`src/rtl/sipo_pkg.sv`:
```
// ============================================================================
// Module      : sipo_pkg
// Description : Shared state encoding and sizing helper for sipo_shift_reg.
// Revision    : 1.0 - initial release
// ============================================================================
`default_nettype none

package sipo_pkg;

    typedef enum logic [1:0] {
        IDLE   = 2'd0,
        SHIFT  = 2'd1,
        PARITY = 2'd2,
        DONE   = 2'd3
    } sipo_state_e;

    // Counter must be able to hold the value WIDTH itself.
    function automatic int sipo_cnt_width(input int width);
        return $clog2(width + 1);
    endfunction

endpackage

`default_nettype wire

```
`src/rtl/sipo_bit_counter.sv`:
```
// ============================================================================
// Module      : sipo_bit_counter
// Description : Received-bit counter with clear/load-one/increment and a
//               flag marking that the next accepted bit completes the word.
// Revision    : 1.0 - initial release
// ============================================================================
`default_nettype none

module sipo_bit_counter
    import sipo_pkg::*;
#(
    parameter int WIDTH = 8
) (
    input  logic clk,
    input  logic rst,
    input  logic i_clr,
    input  logic i_load,
    input  logic i_inc,
    output logic o_last
);

    localparam int CW = sipo_cnt_width(WIDTH);
    localparam logic [CW-1:0] C_MAX  = CW'(WIDTH);
    localparam logic [CW-1:0] C_LAST = CW'(WIDTH - 1);

    logic [CW-1:0] count_q;
    logic [CW-1:0] count_d;

    always_comb begin
        count_d = count_q;
        if (i_clr) begin
            count_d = '0;
        end else if (i_load) begin
            count_d = CW'(1);
        end else if (i_inc && (count_q != C_MAX)) begin
            count_d = count_q + CW'(1);
        end
    end

    always_ff @(posedge clk or posedge rst) begin
        if (rst) begin
            count_q <= '0;
        end else begin
            count_q <= count_d;
        end
    end

    assign o_last = (count_q == C_LAST);

endmodule

`default_nettype wire

```
`src/rtl/sipo_shift_reg.sv`:
```
// ============================================================================
// Module      : sipo_shift_reg
// Description : Serial-in/parallel-out shift register with one-cycle Valid
//               strobe and zero-dead-cycle back-to-back words.
//               Optional even-parity check enabled by macro SIPO_PARITY_EN.
// Revision    : 1.0 - initial release
// ============================================================================
`default_nettype none

module sipo_shift_reg
    import sipo_pkg::*;
#(
    parameter int WIDTH     = 8,
    parameter int MSB_FIRST = 1
) (
    input  logic             Cp,
    input  logic             Rst,
    input  logic             D,
    input  logic             En,
    input  logic             Clr,
    output logic [WIDTH-1:0] Q,
    output logic             Valid,
    output logic             Busy
`ifdef SIPO_PARITY_EN
    ,
    output logic             Par_err
`endif
);

    sipo_state_e      state_q, state_d;
    logic [WIDTH-1:0] sr_q, sr_d;
    logic [WIDTH-1:0] q_q, q_d;
    logic [WIDTH-1:0] w_shifted;
    logic             w_cnt_clr;
    logic             w_cnt_load;
    logic             w_cnt_inc;
    logic             w_cnt_last;
`ifdef SIPO_PARITY_EN
    logic             par_err_q, par_err_d;
`endif

    generate
        if (MSB_FIRST != 0) begin : g_msb_first
            assign w_shifted = {sr_q[WIDTH-2:0], D};
        end else begin : g_lsb_first
            assign w_shifted = {D, sr_q[WIDTH-1:1]};
        end
    endgenerate

    sipo_bit_counter #(
        .WIDTH (WIDTH)
    ) u_bit_counter (
        .clk    (Cp),
        .rst    (Rst),
        .i_clr  (w_cnt_clr),
        .i_load (w_cnt_load),
        .i_inc  (w_cnt_inc),
        .o_last (w_cnt_last)
    );

    always_comb begin
        state_d    = state_q;
        sr_d       = sr_q;
        q_d        = q_q;
        w_cnt_clr  = 1'b0;
        w_cnt_load = 1'b0;
        w_cnt_inc  = 1'b0;
`ifdef SIPO_PARITY_EN
        par_err_d  = par_err_q;
`endif
        if (Clr) begin
            // Abort wins over En; blocking DONE entry also suppresses Valid.
            state_d   = IDLE;
            w_cnt_clr = 1'b1;
        end else begin
            case (state_q)
                IDLE, DONE: begin
                    if (En) begin
                        sr_d       = w_shifted;
                        w_cnt_load = 1'b1;
                        state_d    = SHIFT;
                    end else begin
                        w_cnt_clr  = 1'b1;
                        state_d    = IDLE;
                    end
                end
                SHIFT: begin
                    if (En) begin
                        sr_d      = w_shifted;
                        w_cnt_inc = 1'b1;
                        if (w_cnt_last) begin
`ifdef SIPO_PARITY_EN
                            state_d = PARITY;
`else
                            q_d     = w_shifted;
                            state_d = DONE;
`endif
                        end
                    end
                end
`ifdef SIPO_PARITY_EN
                PARITY: begin
                    // Parity bit is checked but never shifted into the word.
                    if (En) begin
                        q_d       = sr_q;
                        par_err_d = (^sr_q) ^ D;
                        state_d   = DONE;
                    end
                end
`endif
                default: begin
                    state_d = IDLE;
                end
            endcase
        end
    end

    always_ff @(posedge Cp or posedge Rst) begin
        if (Rst) begin
            state_q   <= IDLE;
            sr_q      <= '0;
            q_q       <= '0;
`ifdef SIPO_PARITY_EN
            par_err_q <= 1'b0;
`endif
        end else begin
            state_q   <= state_d;
            sr_q      <= sr_d;
            q_q       <= q_d;
`ifdef SIPO_PARITY_EN
            par_err_q <= par_err_d;
`endif
        end
    end

    assign Q     = q_q;
    assign Valid = (state_q == DONE);
    assign Busy  = (state_q == SHIFT) || (state_q == PARITY);
`ifdef SIPO_PARITY_EN
    assign Par_err = par_err_q;
`endif

endmodule

`default_nettype wire

```
`config.mk`:
```
export PLATFORM = sky130hd
export DESIGN_NAME = sipo_shift_reg
export DESIGN_NICKNAME = d
export VERILOG_FILES = /design/src/rtl/sipo_pkg.sv /design/src/rtl/sipo_bit_counter.sv /design/src/rtl/sipo_shift_reg.sv
export SDC_FILE = /design/constraint.sdc
export NUM_CORES = 1
export LEC_CHECK = 0
export CAP_MARGIN = 15
export CORE_UTILIZATION = 45
export CTS_CLUSTER_SIZE = 40
export DETAILED_ROUTE_END_ITERATION = 10
export GPL_ROUTABILITY_DRIVEN = 0
export HOLD_SLACK_MARGIN = 0.12
export PLACE_DENSITY = 0.71
export SYNTH_ARGS = -nofsm -noshare
export SYNTH_HDL_FRONTEND = slang
export SYNTH_HIERARCHICAL = 1
export SYNTH_SLANG_ARGS = --single-unit
```
`constraint.sdc`:
```
create_clock -name Cp -period 1.9 [get_ports Cp]
set_clock_uncertainty 0.15 [all_clocks]
set_input_delay 0.285 -clock Cp [delete_from_list [all_inputs] [get_ports Cp]]
set_output_delay 0.285 -clock Cp [all_outputs]
set_load 0.01 [all_outputs]
```
### Yosys cells after proc, flatten, opt, wreduce, memory -nomap -nowiden

Cells that the tools add are included.

| word-level totals | value |
|---|---|
| input bits | 5 |
| output and inout port bits | 10 |
| register bits after elaboration | 21 |
| word-level logic and storage cells | 38 |

| cells by class | value |
|---|---|
| mux-type cells | 16 |
| reduce and logical (&&, ||, !) cells | 9 |
| $add $sub $neg | 1 |
| bitwise logic cells | 1 |
| eq/ne operators | 7 |

Operator list:

| cell | number |
|---|---|
| 2-to-1 mux 4 bit | 3 |
| 2-to-1 mux 1 bit | 9 |
| 2-to-1 mux 2 bit | 3 |
| adder 4 x 1 -> 4 bit (second input constant) | 1 |
| == test 2 bit (second input constant) | 2 |
| == test 4 x 3 -> 1 bit (second input constant) | 1 |
| inequality test 4 bit (second input constant) | 1 |
| case mux 2 bit (2 select lines) | 1 |
| AND reduction 4 bit | 1 |
| inequality test 3 x 2 -> 1 bit (second input constant) | 1 |
| inequality test 3 bit (second input constant) | 1 |
| AND reduction 3 bit | 1 |
| nonzero test 3 bit | 1 |
| OR reduction 3 bit | 1 |
| == test 2 x 1 -> 1 bit (second input constant) | 1 |
| zero test 2 bit | 1 |
| AND reduction 2 bit | 1 |
| OR reduction 2 bit | 1 |
| logical AND 1 bit | 1 |
| logical OR 1 bit | 1 |
| NOT 1 bit | 1 |

### Depth between registers and ports, before layout

Gate-level depths: netlist of the first run.

| logic depth | value |
|---|---|
| depth after elaboration | 7 |
| mapped depth | 6 |
| gate-level depth less buffers | 6 |

### By module

Netlist of the first run, hierarchy kept.

Modules (own cells, without submodules):

| module | sequential area each (um^2) | instances | area each (um^2) | cells each |
|---|---|---|---|---|
| sipo_shift_reg | 425.4 | 1 | 743.2 | 50 |
| sipo_bit_counter | 100.1 | 1 | 252.7 | 28 |

### Worst setup path after synthesis of the first run

Ideal clock, no wire load.

| timing path | value |
|---|---|
| kind | register to register |
| from | register state_q[1] |
| to | register u_bit_counter.count_q[2] |
| path buffers | 0 |
| setup slack | 0.086 ns |
| period minus slack after synthesis | 1.814 ns |
| data required time | 1.663 ns |
| arrival | 1.577 ns |
| cell stages (with the launch flop) | 7 |
| library setup time | 0.087 ns |
| cell sequence | dfrtp_1 -> inv_1 -> ha_1 -> nor3b_1 -> nand2_1 -> a211o_1 -> a211oi_2 |

| between the ends | value |
|---|---|
| elaborated cells between the ends (all ways) | 14 |
| those cells by class | eq/ne (2); mux (8); reduce/logical (4) |

RTL lines:

| item | RTL line | source |
|---|---|---|
| from (decl) | sipo_shift_reg.sv:30 | `sipo_state_e state_q, state_d;` |
| from (signal assigned) | sipo_shift_reg.sv:127 | `state_q <= state_d;` |
| == test 2 x 1 -> 1 bit | sipo_shift_reg.sv:76 | `case (state_q)` |
| 2-to-1 mux 1 bit | sipo_shift_reg.sv:76 |  |
| 2-to-1 mux 1 bit | sipo_shift_reg.sv:71 | `if (Clr) begin` |
| named net w_cnt_inc | sipo_shift_reg.sv:36 | `logic w_cnt_inc;` |
| logical AND 1 bit | sipo_bit_counter.sv:35 | `end else if (i_inc && (count_q != C_MAX)) begin` |
| nonzero test 3 bit (no source line) | - |  |
| to (signal assigned) | sipo_bit_counter.sv:44 | `count_q <= count_d;` |
| to (decl) | sipo_bit_counter.sv:26 | `logic [CW-1:0] count_q;` |

The timed path passes the listed nets, and every way through them passes these cells.
A chain may end at the register's enable or synchronous reset.

### Worst setup path after layout of the first run

| timing path | value |
|---|---|
| from | register state_q[1] |
| to | output Busy |

| between the ends | value |
|---|---|
| cells in the longest elaborated chain, start to end | 2 |
| elaborated cells between the ends (all ways) | 3 |
| those cells by class | eq/ne (2); reduce/logical (1) |

Ends and longest elaborated chain:

| item | RTL line | source |
|---|---|---|
| == test 2 x 1 -> 1 bit / == test 2 bit (equally long branches) | sipo_shift_reg.sv:138 | `assign Busy = (state_q == SHIFT) \|\| (state_q == PARITY);` |
| logical OR 1 bit (*) | sipo_shift_reg.sv:138 |  |
| to (decl) | sipo_shift_reg.sv:23 | `output logic Busy` |

Mark *: on every way between the ends. The rest lies on a longest branch, timed or not.

==> reports/summary.txt, run 1 <==
status - finished clean
Area growth, synth to finish - 28.3%
total number of yosys warnings - 6
num ports - 15
post-synthesis sequential area ratio - 52.8%
area of the die - 0.00241 mm^2
number of global-route vias before repair - 723
Area contributors post-synth - sky130_fd_sc_hd__dfrtp_1 53%, sky130_fd_sc_hd__mux2_2 18%, sky130_fd_sc_hd__ha_1 6.3%
post-synth top area cell - sky130_fd_sc_hd__dfrtp_1
maxcap violations - 0
finished layout cell area - 0.00128 mm^2
power per unit of standard cell area - 697 mW/mm^2
r2r startpoint - state_q[0]$_DFFE_PP0P_
transition time of the tightest slew-check pin - 0.262 ns
antenna cells - 0
Core Area - 0.00202 mm^2
count of cell types in the netlist - 25
number of nets still failing antenna checks after routing - 0
post-synth design cell area - 996 um^2
cell-by-cell trace of the critical path - ha_1, inv_1, dlygate4sd2_1
Largest stage delay, worst path - 0.43 ns
internal reg-to-reg setup slack - 0.15 ns
sort of element at the start of the critical path - register
global-route total usage across every layer - 17.0%
number of I/O port buffers - 14
Max Buffers Root-to-Sink - 2
post-layout net count - 117
number of nets produced by synthesis - 88
cells after synthesis - 78
sinks on the clock net - 21
via count - 668
peak supply drop - 612 uV
shortest period the worst path allows - 1.83 ns
Worst Path Class, Setup - register to output port
Hold Vio Cnt, Final - 0
number of storage elements in the synthesis netlist - 21
Synth top area share - 52.8%
worst slew margin relative to its limit - 82.5%
Top Family by Delay on Critical Path - flip-flops
class of the tightest hold or removal check - register to register
aggregate routed wire length - 1790 um
clock latency on the worst-skew pair - 0.30 ns
CTS clk-pin slew, worst paths - 0.11 ns
die height - 49.0 um
timing-limited maximum frequency - 548 MHz
maximum number of pins on one net before global-route repair - 18
total half-perimeter wirelength after legalization and detailed placement - 1330 um
dpl cell area - 0.00123 mm^2
DR DRC count - 0
number of slew-limit violations in the final report - 0
ratio of final minimum period to clock period - 96.1%
highest fanout seen on the critical path - 3
Die Wd - 49.0 um
sum of buffers and inverters on the critical path - 2
share of post-route cells with drive strength above 1 - 31.1%
Initial Util - 49.3%
average footprint of a synthesized cell - 12.8 um^2
sum of overflow across all layers after global routing - 0
via-per-instance ratio - 5.02
clock tree from TritonCTS - done
Setup Viol. Count Final - 0
H-tree lvl count - 1
Clock Tree Root - sky130_fd_sc_hd__clkbuf_4
critical path depth in cells - 3
Worst setup startpoint - state_q[1]$_DFFE_PP0P_
endpoint of the lowest-slack register-to-register path - u_bit_counter/count_q[0]$_DFFE_PP0P_
depth of the worst register-to-register path - 7
Initial DRC Count - 3
slowest cell on the critical path - sky130_fd_sc_hd__dfrtp_1
Leakage - 0.614 nW
routed length per placed instance - 13.4 um
count of standard-cell rows - 16
required time of the worst setup path - 1.46 ns
Min Hold Slack - 0.366 ns
end point of the critical path - Busy
number of antenna violations at the first check in global routing - 0
number of iterations in the first detailed-routing pass - 4
global-route wire length before repair - 3140 um
total CTS buffers - 3
element type at the critical path end - output port
WP data arrival - 1.39 ns
-- cells in the final DEF, fill, tap and decap left out --
cell type and count:
sky130_fd_sc_hd__nor3b_4 1, sky130_fd_sc_hd__mux2_2 16, sky130_fd_sc_hd__a21oi_1 1, sky130_fd_sc_hd__a211o_1 1
sky130_fd_sc_hd__nor2_1 1, sky130_fd_sc_hd__nand3_1 1, sky130_fd_sc_hd__a21o_1 1, sky130_fd_sc_hd__nand4_1 1
sky130_fd_sc_hd__clkbuf_4 3, sky130_fd_sc_hd__a211oi_1 1, sky130_fd_sc_hd__clkinv_2 1, sky130_fd_sc_hd__ha_1 5
sky130_fd_sc_hd__xor2_1 1, sky130_fd_sc_hd__nor3b_2 1, sky130_fd_sc_hd__a211oi_2 1, sky130_fd_sc_hd__nand3b_1 1
sky130_fd_sc_hd__clkdlybuf4s50_1 12, sky130_fd_sc_hd__and3b_1 1, sky130_fd_sc_hd__o21ai_1 1, sky130_fd_sc_hd__nand4b_2 1
sky130_fd_sc_hd__dlygate4sd2_1 2, sky130_fd_sc_hd__dfrtp_1 21, sky130_fd_sc_hd__nand2_1 4, sky130_fd_sc_hd__a21boi_0 1
sky130_fd_sc_hd__nor3_1 3, sky130_fd_sc_hd__dlygate4sd3_1 1, sky130_fd_sc_hd__o31a_1 1, sky130_fd_sc_hd__inv_1 10
sky130_fd_sc_hd__a32o_1 1, sky130_fd_sc_hd__nor2b_1 1, sky130_fd_sc_hd__buf_4 9
-- state kept, by name, summed over array words and instances (netlist names) --
signal / cells
u_bit_counter/count_q: 4
Q: 8
sr_q: 7
state_q: 2
-- cell type report --
class                   count  area (um^2)
clock buffers               3         22.5
clock inverters             1         5.00
fillers                   163          744
inverters                  10         37.5
multi-input cells          47          438
flip-flops and latches     21          526
well taps                  27         33.8
repair buffers             24          215
-- per-layer routing --
metal  global-route usage, %  routed length [um]  part of all wire, %
met1                    20.8                 825                   46
met2                    31.0                 905                   51
met3                    2.80                  54                  3.0
met4                    4.41                   0                    0
met5                       0                   0                    0
-- worst min-delay path by stage --
stage | start | endpoint | slack (ns) | depth (start not counted)
after floorplan | Rst | u_bit_counter/count_q[0]$_DFFE_PP0P_ | -0.1 | 1
after global placement | sr_q[6]$_DFFE_PP0P_ | sr_q[6]$_DFFE_PP0P_ | 0.34 | 1
after detailed placement | Q[7]$_DFFE_PP0P_ | Q[7]$_DFFE_PP0P_ | 0.34 | 1
after CTS | Q[7]$_DFFE_PP0P_ | Q[7]$_DFFE_PP0P_ | 0.37 | 1
after global routing | Q[4]$_DFFE_PP0P_ | Q[4]$_DFFE_PP0P_ | 0.39 | 1
final | Q[7]$_DFFE_PP0P_ | Q[7]$_DFFE_PP0P_ | 0.37 | 1
-- cell usage after synthesis --
master / count
sky130_fd_sc_hd__xor2_1: 1
sky130_fd_sc_hd__nor3b_1: 1
sky130_fd_sc_hd__nand3_1: 1
sky130_fd_sc_hd__nor2b_1: 1
sky130_fd_sc_hd__ha_1: 5
sky130_fd_sc_hd__a211o_1: 1
sky130_fd_sc_hd__dfrtp_1: 21
sky130_fd_sc_hd__nor3b_4: 1
sky130_fd_sc_hd__o31a_1: 1
sky130_fd_sc_hd__nand3b_1: 1
sky130_fd_sc_hd__a32o_1: 1
sky130_fd_sc_hd__mux2_2: 16
sky130_fd_sc_hd__nor3_1: 3
sky130_fd_sc_hd__a21o_1: 1
sky130_fd_sc_hd__a211oi_1: 1
sky130_fd_sc_hd__nand4b_2: 1
sky130_fd_sc_hd__o21ai_1: 1
sky130_fd_sc_hd__nand2_1: 4
sky130_fd_sc_hd__nand4_1: 1
sky130_fd_sc_hd__and3b_1: 1
sky130_fd_sc_hd__a21oi_1: 1
sky130_fd_sc_hd__a21boi_0: 1
sky130_fd_sc_hd__inv_1: 10
sky130_fd_sc_hd__nor2_1: 1
sky130_fd_sc_hd__a211oi_2: 1
-- worst register-to-register path, delay by kind of cell (launching register included) --
kind                       cells  cell delay, ns
DFF                            1            0.40
buffers and inverters          3            0.35
AOI/OAI and AO/OA              1            0.27
adders and majority gates      1            0.24
and+or+nand+nor                2            0.23
-- report_power, final --
group,total (mW),switching (mW),internal (mW)
Sequential,0.547,0.0415,0.506
Combinational,0.130,0.0518,0.0785
Clock,0.213,0.134,0.0783
-- timing repair --
action | 4_1_cts | 5_1_grt
gates resized for setup | 2 | 1
endpoints found under the hold margin | 4 | 0
endpoints found under the setup margin | 1 | 3
cloned | 0 | 0
hold buffers | 1 | 0
buffers inserted | 1 | 0
-- cells by family after synthesis --
family / Yosys count / share of synthesized area, %
adder cells (fa/ha/maj): 5 / 6.28
AO/OA/AOI/OAI: 9 / 7.29
AND/OR/NAND/NOR: 16 / 10.9
buffers and inverters: 10 / 3.77
multiplexers: 16 / 18.1
XOR/XNOR: 1 / 0.880
flip-flops: 21 / 52.8
-- through the flow --
| step | utilization, % | TNS [ns] | worst slack (ns) | power [mW] | std cells |
|---|---|---|---|---|---|
| after detailed placement | 60.8 | -0.0505 | -0.0253 | 0.686 | 127 |
| after floorplan | - | 0 | 0.0860 | 0.628 | 78 |
| final | 63.2 | 0 | 0.0740 | 0.890 | 133 |
| after global routing | 63.2 | -0.00660 | -0.00660 | 0.940 | 133 |
| after global placement | 60.8 | 0 | 0.0424 | 0.671 | 127 |
| after CTS | 62.9 | 0 | 0.0595 | 0.899 | 133 |
(Power assumes the default switching activity.)
==> inputs of run 2 (changes only) <==
- REMOVE_ABC_BUFFERS: unset -> 1
==> results of run 2 <==
No change in the layout: final DEF, timing and power equal those of run 1.
